**src/rtl/sram_like_arbiter_pkg.sv**
```systemverilog
// Shared encodings for the sram-like inst/data arbiter.
package sram_like_arbiter_pkg;

    typedef enum logic [1:0] {
        IDLE = 2'd0,
        ADDR = 2'd1,
        RESP = 2'd2
    } state_t;

    typedef enum logic {
        OWN_INST = 1'b0,
        OWN_DATA = 1'b1
    } owner_t;

    localparam logic [1:0] SIZE_B = 2'd0;
    localparam logic [1:0] SIZE_H = 2'd1;
    localparam logic [1:0] SIZE_W = 2'd2;

    localparam int unsigned STREAK_W = 4;

    typedef struct packed {
        logic        wr;
        logic [1:0]  size;
        logic [31:0] addr;
        logic [31:0] wdata;
    } req_t;

endpackage

```
**src/rtl/arb_grant.sv**
```systemverilog
// Data-first grant decision with a bounded data streak so inst fetch cannot starve.
module arb_grant
    import sram_like_arbiter_pkg::*;
#(
    parameter int unsigned MAX_DATA_STREAK = 4
) (
    input  logic   clk,
    input  logic   rst,
    input  logic   i_idle,
    input  logic   i_inst_req,
    input  logic   i_data_req,
    output logic   o_grant,
    output owner_t o_owner
);

    logic [STREAK_W-1:0] r_streak;
    logic                w_data_wins;

    always_comb begin
        w_data_wins = i_data_req &&
                      (!i_inst_req || (r_streak < STREAK_W'(MAX_DATA_STREAK)));
        o_grant     = i_idle && (i_inst_req || i_data_req);
        o_owner     = w_data_wins ? OWN_DATA : OWN_INST;
    end

    // Streak only moves on a grant; it counts data wins that bypassed a waiting inst request.
    always_ff @(posedge clk) begin
        if (rst) begin
            r_streak <= '0;
        end else if (o_grant) begin
            if (w_data_wins && i_inst_req) begin
                if (r_streak != '1) r_streak <= r_streak + 1'b1;
            end else begin
                r_streak <= '0;
            end
        end
    end

endmodule

```
**src/rtl/sram_like_arbiter.sv**
```systemverilog
// Shares one sram-like master port between inst and data requesters, one transaction in flight.
module sram_like_arbiter
    import sram_like_arbiter_pkg::*;
#(
    parameter int unsigned MAX_DATA_STREAK = 4
) (
    input  logic        clk,
    input  logic        rst,
    input  logic        inst_req,
    input  logic        inst_wr,
    input  logic [1:0]  inst_size,
    input  logic [31:0] inst_addr,
    input  logic [31:0] inst_wdata,
    output logic        inst_addr_ok,
    output logic        inst_data_ok,
    output logic [31:0] inst_rdata,
    input  logic        data_req,
    input  logic        data_wr,
    input  logic [1:0]  data_size,
    input  logic [31:0] data_addr,
    input  logic [31:0] data_wdata,
    output logic        data_addr_ok,
    output logic        data_data_ok,
    output logic [31:0] data_rdata,
    output logic        mem_req,
    output logic        mem_wr,
    output logic [1:0]  mem_size,
    output logic [31:0] mem_addr,
    output logic [31:0] mem_wdata,
    input  logic        mem_addr_ok,
    input  logic        mem_data_ok,
    input  logic [31:0] mem_rdata
);

    state_t r_state;
    state_t w_state_nxt;
    owner_t r_owner;
    req_t   r_latch;
    logic   w_grant;
    owner_t w_gnt_owner;

    arb_grant #(.MAX_DATA_STREAK(MAX_DATA_STREAK)) u_grant (
        .clk        (clk),
        .rst        (rst),
        .i_idle     (r_state == IDLE),
        .i_inst_req (inst_req),
        .i_data_req (data_req),
        .o_grant    (w_grant),
        .o_owner    (w_gnt_owner)
    );

    always_ff @(posedge clk) begin
        if (rst) begin
            r_state <= IDLE;
            r_owner <= OWN_INST;
            r_latch <= '0;
        end else begin
            r_state <= w_state_nxt;
            if (w_grant) begin
                r_owner <= w_gnt_owner;
                if (w_gnt_owner == OWN_DATA)
                    r_latch <= '{wr: data_wr, size: data_size, addr: data_addr, wdata: data_wdata};
                else
                    r_latch <= '{wr: inst_wr, size: inst_size, addr: inst_addr, wdata: inst_wdata};
            end
        end
    end

    always_comb begin
        w_state_nxt  = r_state;
        mem_req      = 1'b0;
        mem_wr       = 1'b0;
        mem_size     = '0;
        mem_addr     = '0;
        mem_wdata    = '0;
        inst_addr_ok = 1'b0;
        inst_data_ok = 1'b0;
        inst_rdata   = '0;
        data_addr_ok = 1'b0;
        data_data_ok = 1'b0;
        data_rdata   = '0;
        case (r_state)
            IDLE: begin
                if (w_grant) w_state_nxt = ADDR;
            end
            ADDR: begin
                mem_req   = 1'b1;
                mem_wr    = r_latch.wr;
                mem_size  = r_latch.size;
                mem_addr  = r_latch.addr;
                mem_wdata = r_latch.wdata;
                if (mem_addr_ok) begin
                    w_state_nxt = RESP;
                    if (r_owner == OWN_DATA) data_addr_ok = 1'b1;
                    else                     inst_addr_ok = 1'b1;
                end
            end
            RESP: begin
                if (mem_data_ok) begin
                    w_state_nxt = IDLE;
                    if (r_owner == OWN_DATA) begin
                        data_data_ok = 1'b1;
                        data_rdata   = mem_rdata;
                    end else begin
                        inst_data_ok = 1'b1;
                        inst_rdata   = mem_rdata;
                    end
                end
            end
            default: w_state_nxt = IDLE;
        endcase
    end

endmodule

```
**config.mk**
```make
export PLATFORM = sky130hd
export DESIGN_NAME = sram_like_arbiter
export DESIGN_NICKNAME = d
export VERILOG_FILES = /design/src/rtl/sram_like_arbiter_pkg.sv /design/src/rtl/arb_grant.sv /design/src/rtl/sram_like_arbiter.sv
export SDC_FILE = /design/constraint.sdc
export NUM_CORES = 1
export LEC_CHECK = 0
export BUFFER_PORTS_ARGS = -buffer_cell sky130_fd_sc_hd__buf_2
export CAP_MARGIN = 20
export CORE_AREA = 2 2 119 121
export CTS_CLUSTER_SIZE = 30
export DETAILED_ROUTE_END_ITERATION = 12
export DIE_AREA = 0 0 121 123
export PLACE_DENSITY = 0.72
export SLEW_MARGIN = 30
export SYNTH_ARGS = -nofsm -noshare
export SYNTH_HDL_FRONTEND = slang
export SYNTH_SLANG_ARGS = --single-unit
export TNS_END_PERCENT = 10
```
**constraint.sdc**
```tcl
create_clock -name clk -period 2.4 [get_ports clk]
set_input_delay 0.6 -clock clk [delete_from_list [all_inputs] [get_ports clk]]
set_output_delay 0.6 -clock clk [all_outputs]
set_load 0.02 [all_outputs]
```
==> qor.yml <==
status: "finished clean"
coreArea_um2: 13600
numCtsBuffers: 9
ys_ff_latch: 74
dp_slack_ps: 189
fp.dieW_um: 121
skew_ps: 4.92
setup_ws_ps: 92.4
finish.utilization_pct: 47.4
startpoint: "r_state[0]"
crit_path_start_kind: "flop"
die_y_um: 123
r2r-start: "u_grant.r_streak[3]"
ys_top_cells_by_count: "and2_1, dfxtp_1, a21oi_1"
ios: 308
maxClockFrequency_mhz: 433
grt_use_total_pct: 23.6
finalHoldViolations: 0
wirelength_um: 18300
dieArea_um2: 14900
total_power_uw: 3730
slew_viol_final: 0
grt_pass1_wl_um: 27300
grt.overflow.total: 0
synth_top_area_share_pct: 33.4
num_rows: 43
tightest_slew_ps: 793
cts_tree: "yes"
syn_area_um2: 4430
vias: 5513
syn_nets: 754
min_period_ps: 2310
cts_buffer_depth: 2
synth_most_common_cell: "and2_1"
multi_input_area_um2: 2650
finalSetupTns_ps: 0
whs_ps: 488
period_share_pct: 96.1
synth.avg_cell_area_um2: 7.63
clock_sinks: 74
synthFlopType: "dfxtp_1"
grt_setup_unrepaired: "false"
synth-edff-count: 0
grt_max_degree: 75
ys_types: 31
place.gp.congestion: 0.791
synth_area_leaders: "dfxtp_1, and2_1, a311oi_1, a21oi_1, nand3_1"
p_leak_uw: 0.00316
synthArstFlopShare_pct: 0
crit_path_end_kind: "output pin"
cts-root-buf: "clkbuf_16"
detail-route-antenna-nets: 0
ir_worst_vdd_mv: 0.362
drt_iter0_markers: 335
critPathKind: "reg -> out"
synthesis.instances: 581
cts_setup_buffers: 0
clk_pin_slew_ps: 60
synth_top_area_cell: "dfxtp_1"
crit_required_ps: 1800
fillerInstances: 1393
antenna_found_initial: 7
final_nets: 1018
grt_pass1_vias: 5114
dr.pass1.iters: 4
seq_area_um2: 1480
htreeDepth: 3
min-delay-start: "u_grant.r_streak[1]"
yosys_warnings: 0
cp_max_fo: 29
vias_per_cell: 5.33
power_density_nw_per_um2: 578
setup_viol: 0
crit_arrival_ps: 1710
initial_core_util_pct: 32.6
slew_headroom_pct: 46.9
wl_per_cell_um: 17.7
dp_hpwl_um: 13100
io_buffers: 307
clk_latency_ps: 330
drive_gt1_share_pct: 40.9
yosysSeqAreaShare_pct: 33.4
hold_path.class: "reg -> reg"
route.detailed.drc: 0
area_growth_pct: 45.4
cap_violations: 0
[layout by cell type (no fill, tap or decap), types with 2 or more instances in the layout]
master / n
dfxtp_1: 74
clkbuf_8: 2
nor3_1: 2
nand3_1: 68
and2_1: 131
nor2_1: 3
buf_12: 7
nand2_1: 2
clkbuf_1: 3
buf_4: 11
diode_2: 4
nor2_4: 2
buf_2: 307
o21ai_1: 11
clkbuf_16: 9
a311oi_1: 67
o21ai_0: 59
a21oi_1: 71
[sequential cells by signal, indices dropped and copies added, names as in the netlist]
| register | count |
|---|---|
| r_latch | 67 |
| r_owner | 1 |
| r_state | 2 |
| u_grant.r_streak | 4 |
[per-stage QoR]
stage          instances  cell area, um^2
6_report            1034             6450
5_1_grt             1032             6440
4_1_cts             1030             6430
3_5_place_dp        1014             6130
3_3_place_gp        1014             6130
2_1_floorplan        581             4430
[kinds of logic after synthesis]
| logic type | synth area share, % |
|---|---|
| AO/OA/AOI/OAI | 29.8 |
| adder cells (fa/ha/maj) | 0.282 |
| buffers and inverters | 7.45 |
| flip-flops | 33.4 |
| AND/OR/NAND/NOR | 29.0 |
[worst max-delay path, cell delays in order (launching register included)]
cell and delay (ps):
dfxtp_1 480, nor2b_4 220, buf_4 270, and2_1 180, buf_2 220
[path summary, 6_finish.rpt]
| kind | endpoint | slack [ps] | cells after the start |
|---|---|---|---|
| setup / recovery | mem_addr[19] | 90 | 4 |
| hold / removal | u_grant.r_streak[1] | 490 | 2 |
| setup reg to reg | r_latch[54] | 580 | 4 |
| hold reg to reg | u_grant.r_streak[1] | 490 | 2 |
[layout make-up]
type,instances,area share [%]
clock buffers,14,4.10
diodes,4,0.155
flip-flops and latches,74,23.0
clock inverters,2,0.543
inverters,2,0.116
well taps,180,3.49
multi-input cells,432,41.1
repair buffers,326,27.5
[power breakdown]
group	internal (uW)	total (uW)	switching, uW
Sequential	1370	1440	69.8
Clock	862	1370	509
Combinational	375	914	539
Total	2610	3730	1120
[metal layers]
| layer | vias up | global-route usage, % | part of all wire [%] |
|---|---|---|---|
| met2 | 252 | 41.2 | 50 |
| met4 | 2 | 8.87 | 1.7 |
| li1 | 2656 | - | - |
| met5 | - | 0 | 0.071 |
| met3 | 23 | 6.92 | 9.2 |
| met1 | 2580 | 27.3 | 39 |
[repair_timing]
action / in CTS / in global routing
gates resized for setup: 1 / 1
hold buffers: 0 / 0
setup endpoints to repair: 4 / 32
(Power assumes the default switching activity.)
